==> src/rtl/branch_predict_unit_pkg.sv <==
// branch_predict_unit_pkg: RV32I control-transfer encodings and BTB counter states.
package branch_predict_unit_pkg;
  localparam logic [6:0] OP_BRANCH = 7'b1100011;
  localparam logic [6:0] OP_JAL    = 7'b1101111;
  localparam logic [6:0] OP_JALR   = 7'b1100111;
  localparam logic [2:0] F3_BEQ    = 3'b000;
  localparam logic [2:0] F3_BNE    = 3'b001;
  localparam logic [2:0] F3_BLT    = 3'b100;
  localparam logic [2:0] F3_BGE    = 3'b101;
  localparam logic [2:0] F3_BLTU   = 3'b110;
  localparam logic [2:0] F3_BGEU   = 3'b111;
  localparam logic [1:0] FWD_WB_ALU     = 2'b01;
  localparam logic [1:0] FWD_WB_ALU_MEM = 2'b10;
  typedef enum logic [1:0] {SNT = 2'b00, WNT = 2'b01, WT = 2'b10, ST = 2'b11} ctr_e;
  function automatic ctr_e ctr_next(input ctr_e c, input logic taken);
    return taken ? ((c == ST) ? ST : ctr_e'(c + 2'd1)) : ((c == SNT) ? SNT : ctr_e'(c - 2'd1));
  endfunction
endpackage

==> src/rtl/branch_predict_unit_cond.sv <==
// branch_predict_unit_cond: evaluates an RV32I branch condition from funct3.
module branch_predict_unit_cond
  import branch_predict_unit_pkg::*;
#(
  parameter int XLEN = 32
) (
  input  logic [XLEN-1:0] rs1_i,
  input  logic [XLEN-1:0] rs2_i,
  input  logic [2:0]      funct3_i,
  output logic            cond_o
);
  logic eq, lt, ltu;
  always_comb begin
    eq     = rs1_i == rs2_i;
    lt     = $signed(rs1_i) < $signed(rs2_i);
    ltu    = rs1_i < rs2_i;
    cond_o = (funct3_i == F3_BEQ)  ? eq   :
             (funct3_i == F3_BNE)  ? !eq  :
             (funct3_i == F3_BLT)  ? lt   :
             (funct3_i == F3_BGE)  ? !lt  :
             (funct3_i == F3_BLTU) ? ltu  :
             (funct3_i == F3_BGEU) ? !ltu : 1'b0;
  end
endmodule

==> src/rtl/branch_predict_unit.sv <==
// branch_predict_unit: ID-stage branch resolution with a direct-mapped BTB and registered redirect.
module branch_predict_unit
  import branch_predict_unit_pkg::*;
#(
  parameter int XLEN      = 32,
  parameter int BTB_DEPTH = 16,
  parameter int CNT_W     = 16
) (
  input  logic             clk,
  input  logic             rst_n,
  input  logic [XLEN-1:0]  if_pc_i,
  output logic             if_pred_taken_o,
  output logic [XLEN-1:0]  if_pred_target_o,
  input  logic             rv_valid_i,
  input  logic [XLEN-1:0]  rv_pc_i,
  input  logic [6:0]       rv_opcode_i,
  input  logic [2:0]       rv_funct3_i,
  input  logic [XLEN-1:0]  rv_imm_i,
  input  logic [XLEN-1:0]  rv_src1_i,
  input  logic [XLEN-1:0]  rv_src2_i,
  input  logic [1:0]       fwd_sel1_i,
  input  logic [1:0]       fwd_sel2_i,
  input  logic [XLEN-1:0]  wb_alu_i,
  input  logic [XLEN-1:0]  wb_alu_mem_i,
  input  logic             rv_pred_taken_i,
  input  logic [XLEN-1:0]  rv_pred_target_i,
  output logic             redirect_valid_o,
  output logic [XLEN-1:0]  redirect_addr_o,
  output logic [CNT_W-1:0] mispredict_cnt_o
);
  localparam int IDX = $clog2(BTB_DEPTH);
  localparam int TAG = XLEN - IDX - 2;
  localparam logic [XLEN-1:0] FOUR = XLEN'(4);
  logic             valid_q [BTB_DEPTH];
  logic [TAG-1:0]   tag_q   [BTB_DEPTH];
  logic [XLEN-1:0]  tgt_q   [BTB_DEPTH];
  ctr_e             ctr_q   [BTB_DEPTH];
  logic             redirect_valid_q, redirect_valid_d;
  logic [XLEN-1:0]  redirect_addr_q, redirect_addr_d;
  logic [CNT_W-1:0] cnt_q, cnt_d;
  logic [IDX-1:0]   l_idx, r_idx;
  logic [TAG-1:0]   r_tag;
  logic             l_hit, r_hit;
  logic [XLEN-1:0]  op1, op2, jalr_sum, target;
  logic             is_b, is_jal, is_jalr, ctl, cond, taken, fire, btb_we;
  ctr_e             ctr_d;
  branch_predict_unit_cond #(.XLEN(XLEN)) u_cond (
    .rs1_i   (op1),
    .rs2_i   (op2),
    .funct3_i(rv_funct3_i),
    .cond_o  (cond)
  );
  always_comb begin
    l_idx            = if_pc_i[IDX+1:2];
    l_hit            = valid_q[l_idx] && tag_q[l_idx] == if_pc_i[XLEN-1:IDX+2];
    if_pred_taken_o  = l_hit && ctr_q[l_idx][1];
    if_pred_target_o = l_hit ? tgt_q[l_idx] : if_pc_i + FOUR;
    op1 = (fwd_sel1_i == FWD_WB_ALU) ? wb_alu_i : (fwd_sel1_i == FWD_WB_ALU_MEM) ? wb_alu_mem_i : rv_src1_i;
    op2 = (fwd_sel2_i == FWD_WB_ALU) ? wb_alu_i : (fwd_sel2_i == FWD_WB_ALU_MEM) ? wb_alu_mem_i : rv_src2_i;
    is_b     = rv_opcode_i == OP_BRANCH;
    is_jal   = rv_opcode_i == OP_JAL;
    is_jalr  = rv_opcode_i == OP_JALR;
    ctl      = is_b || is_jal || is_jalr;
    taken    = is_b ? cond : (is_jal || is_jalr);
    jalr_sum = op1 + rv_imm_i;
    target   = is_jalr ? {jalr_sum[XLEN-1:1], 1'b0} : rv_pc_i + rv_imm_i;
    fire     = rv_valid_i && ctl && ((taken != rv_pred_taken_i) || (taken && target != rv_pred_target_i));
    r_idx    = rv_pc_i[IDX+1:2];
    r_tag    = rv_pc_i[XLEN-1:IDX+2];
    r_hit    = valid_q[r_idx] && tag_q[r_idx] == r_tag;
    // Not-taken branches that miss leave the BTB alone; everything else resolved writes it.
    btb_we   = rv_valid_i && ctl && (!is_b || r_hit || taken);
    ctr_d    = !is_b ? ST : r_hit ? ctr_next(ctr_q[r_idx], taken) : WT;
    redirect_valid_d = fire;
    redirect_addr_d  = fire ? (taken ? target : rv_pc_i + FOUR) : redirect_addr_q;
    cnt_d            = (fire && !(&cnt_q)) ? cnt_q + 1'b1 : cnt_q;
  end
  always_ff @(posedge clk or negedge rst_n) begin
    if (!rst_n) begin
      for (int i = 0; i < BTB_DEPTH; i++) begin
        valid_q[i] <= 1'b0;
        tag_q[i]   <= '0;
        tgt_q[i]   <= '0;
        ctr_q[i]   <= WNT;
      end
      redirect_valid_q <= 1'b0;
      redirect_addr_q  <= '0;
      cnt_q            <= '0;
    end else begin
      if (btb_we) begin
        valid_q[r_idx] <= 1'b1;
        tag_q[r_idx]   <= r_tag;
        ctr_q[r_idx]   <= ctr_d;
        if (taken) tgt_q[r_idx] <= target;
      end
      redirect_valid_q <= redirect_valid_d;
      redirect_addr_q  <= redirect_addr_d;
      cnt_q            <= cnt_d;
    end
  end
  assign redirect_valid_o = redirect_valid_q;
  assign redirect_addr_o  = redirect_addr_q;
  assign mispredict_cnt_o = cnt_q;
endmodule

==> config.mk <==
export PLATFORM = sky130hd
export DESIGN_NAME = branch_predict_unit
export DESIGN_NICKNAME = d
export VERILOG_FILES = /design/src/rtl/branch_predict_unit_pkg.sv /design/src/rtl/branch_predict_unit_cond.sv /design/src/rtl/branch_predict_unit.sv
export SDC_FILE = /design/constraint.sdc
export NUM_CORES = 2
export LEC_CHECK = 0
export ABC_AREA = 1
export BUFFER_PORTS_ARGS = -buffer_cell sky130_fd_sc_hd__buf_2
export CAP_MARGIN = 20
export CORE_AREA = 2 2 376 341
export CTS_CLUSTER_DIAMETER = 100
export DETAILED_ROUTE_END_ITERATION = 10
export DIE_AREA = 0 0 378 343
export PLACE_DENSITY = 0.69
export SLEW_MARGIN = 20
export SYNTH_ARGS = -nofsm -noshare
export SYNTH_HDL_FRONTEND = slang
export SYNTH_SLANG_ARGS = --single-unit
==> constraint.sdc <==
create_clock -name clk -period 4.6 [get_ports clk]
set_input_delay 1.15 -clock clk [delete_from_list [all_inputs] [get_ports clk]]
set_output_delay 1.15 -clock clk [all_outputs]
set_load 0.02 [all_outputs]
==> results.py <==
metrics = {
    "status": {
        "outcome": "finished with violations",
        "violations": "negative setup slack",
    },
    "logic_synthesis": {
        "synth_area_mm2": 0.0624,
        "ys_seq_area_share_pct": 41.2,
        "syn_area_per_cell_um2": 6.93,
        "synthCells": 8993,
        "synthesis.nets": 9372,
        "ys_async_sr_fraction_pct": 100,
        "ys_seq_elements": 1025,
        "synth-warning-count": 0,
        "yosysUniqueCellTypes": 58,
        "synth-edff-count": 0,
        "synthFlopType": "dfrtp_1",
    },
    "clock_network": {
        "clockBufferDepth": 3,
        "cts_made_buffers": 108,
        "cts_max_level": 3,
        "clockRootBuffer": "clkbuf_16",
        "clk_pin_slew_worst_paths_ns": 0.06,
        "cts_tree": "done",
        "clk_latency_ns": 0.78,
        "cts.sinks": 1025,
    },
    "power": {
        "leakage_nw": 39.9,
        "power_w": 0.0238,
        "pwr_density_cell_mw_per_mm2": 304,
        "irDropWorstVdd_uv": 304,
        "power.share.combinational_pct": 22.0,
        "switching_share_pct": 32.0,
        "p_clk_share_pct": 38.8,
        "p_int_w": 0.0162,
        "pwr-share-seq_pct": 39.2,
        "p_switching_w": 0.00761,
    },
    "final_layout": {
        "nets": 10100,
        "final_area_mm2": 0.0781,
        "nFillCells": 11400,
        "final_util_pct": 62.0,
        "syn2layout_area_growth_pct": 25.3,
        "drive_gt1_share_pct": 17.6,
    },
    "timing": {
        "max_slew.worst_pin.slew_ns": 1.28,
        "fmax_mhz": 197,
        "setup_ws_ns": -0.473,
        "report.final.slew_viol_count": 0,
        "max_slew_margin_pct": 13.9,
        "fin_tns_setup_ns": -13.62,
        "hold_viol": 0,
        "skew_ns": 0.0728,
        "finalSetupViolations": 33,
        "period_needed_ns": 5.07,
        "min_period_over_period_pct": 110,
        "rsz0062_at_grt": "true",
        "holdWs_ns": 0.387,
    },
    "place": {
        "place_area_mm2": 0.0722,
        "place.gp.congestion": 1.06,
        "port_buffers": 355,
        "hpwl_um": 195000,
    },
    "critical_path": {
        "reg2regPathDepth": 21,
        "cp_max_fo": 10,
        "r2r_end": "tag_q[170]",
        "endpoint_kind": "output pin",
        "crit_arrival_ns": 3.92,
        "worstPathRequired_ns": 3.45,
        "r2r_slack_ns": 1.00,
        "reg2reg_from": "tag_q[363]",
        "cp-start-kind": "input port",
        "path_class": "in2out",
    },
    "min_path": {
        "min_path_type": "in2async",
    },
    "floorplan": {
        "dieArea_mm2": 0.130,
        "die_h_um": 343,
        "initial_utilization_pct": 49.5,
        "fp-row-count": 124,
        "core_area_mm2": 0.126,
        "io_pins": 356,
        "die_w_um": 378,
    },
    "routing": {
        "wl_um": 285000,
        "routedWlPerCell_um": 24.7,
        "vias": 70100,
        "viasPerCell": 6.08,
        "drtIter0Drc": 10100,
        "drcViolationCount": 0,
        "ant_nets": 0,
        "first_pass_iters": 9,
    },
    "global_routing": {
        "grt_pass1_wl_um": 416000,
        "grt_use_total_pct": 42.7,
        "antenna_found_initial": 16,
        "gr-total-overflow": 0,
        "grt_pass1_vias": 65500,
        "grt_max_degree": 135,
    },
    "run": {
        "drv_cap": 0,
    },
}
synth_stat cells, types with 88 or more instances:
master / number / share of area, %
nor2_1: 533 / 3.2
buf_2: 174 / 1.4
a21oi_1: 565 / 4.5
nand3_1: 364 / 2.9
dfrtp_1: 1009 / 40
o21ai_0: 1479 / 12
nand2_1: 2730 / 16
o21ai_1: 303 / 2.4
inv_1: 598 / 3.6
ha_1: 103 / 2.1
nand4_1: 88 / 0.88
clkbuf_1: 419 / 2.5
layout make-up:
type / instances / area, um^2 / share of cell area (%)
clock inverter: 48 / 559 / 0.716
inverter: 618 / 2360 / 3.02
timing repair buffer: 1274 / 11500 / 14.7
sequential: 1025 / 25700 / 32.9
tap: 1701 / 2130 / 2.72
antenna: 5 / 12.5 / 0.0160
timing repair inverter: 2 / 22.5 / 0.0288
multi-input combinational: 6697 / 32800 / 42.0
clock buffer: 153 / 3100 / 3.97
logic make-up (layout without fill, tap and decap cells):
family	count (synthesis)	after routing	synth area share, %
DFF	1025	1025	41.2
xor gates and xnor gates	85	85	1.19
adders and majority gates	105	105	2.13
and+or+nand+nor	3874	3874	25.1
AOI/OAI and AO/OA	2633	2633	22.3
other	0	5	0
buffers and inverters	1271	2095	8.16
metrics by stage:
stage	std cells	setup WS [ns]
after global routing	11500	-0.505
after floorplan	8993	0.00602
after global placement	11300	-0.796
final	11500	-0.473
after detailed placement	11300	-0.850
after CTS	11500	-0.366
worst max-delay path by stage:
stage                  start                    to  slack (ns)  depth (start not counted)
2_1_floorplan     if_pc_i[2]   if_pred_target_o[0]       0.006                         16
3_3_place_gp   fwd_sel1_i[0]   redirect_addr_o[12]       -0.80                         29
3_5_place_dp   fwd_sel1_i[0]   redirect_addr_o[17]       -0.85                         30
4_1_cts           if_pc_i[2]   if_pred_target_o[3]       -0.37                         19
5_1_grt           if_pc_i[2]  if_pred_target_o[31]       -0.50                         18
6_report          if_pc_i[2]   if_pred_target_o[4]       -0.47                         19
power by group through the flow:
stage	sequential, W	combinational, W	clock (W)
after global routing	0.00933	0.00556	0.00959
after floorplan	0.00951	0.00232	0
after global placement	0.00947	0.00478	0
final	0.00932	0.00523	0.00923
after CTS	0.00931	0.00497	0.00922
after detailed placement	0.00948	0.00482	0
routing by layer:
metal	routed length, um	up-vias	GRT usage (%)
met2	119000	4882	62.2
li1	-	31200	-
met5	53	-	0
met1	107000	32900	55.4
met3	39000	1030	13.7
met4	19700	8	25.6
placed cells by master, fill, tap and decap left out, drive strengths merged, types with 13 or more instances in the layout:
master     n
or2       19
o21a      19
buf     1259
clkinv    43
nand3b    18
nor4      19
a21oi    565
dfrtp   1009
xnor2     13
nand2   2733
o22ai     80
nor3      56
dfstp     16
o221ai    52
nand4     88
o211ai    82
nand3    366
nor2     563
inv      613
clkbuf   163
ha       103
xor2      72
o21ai   1782
registers in the layout, indices dropped and copies added (netlist names):
register	flops
redirect_valid_o	1
ctr_q	32
mispredict_cnt_o	16
redirect_addr_o	32
tgt_q	512
valid_q	16
tag_q	416
timing repair:
item / 4_1_cts / 5_1_grt
pin swaps: 25 / 32
hold buffers: 0 / 0
setup buffers: 27 / 20
cloned: 14 / 10
setup endpoints to repair: 78 / 376
gates resized for setup: 207 / 133
worst max-delay path, stage by stage:
cell	delay, ns
buf_16	0.15
inv_16	0.07
buf_12	0.13
buf_12	0.12
buf_4	0.13
a21oi_2	0.11
o21ai_1	0.07
nand2_1	0.06
nand2_1	0.06
nand4_1	0.27
nand4_1	0.21
nor4b_4	0.37
nand4_1	0.15
buf_6	0.21
buf_12	0.15
buf_16	0.16
nand2_2	0.09
o21ai_4	0.06
buf_4	0.16
(Power assumes the default switching activity.)
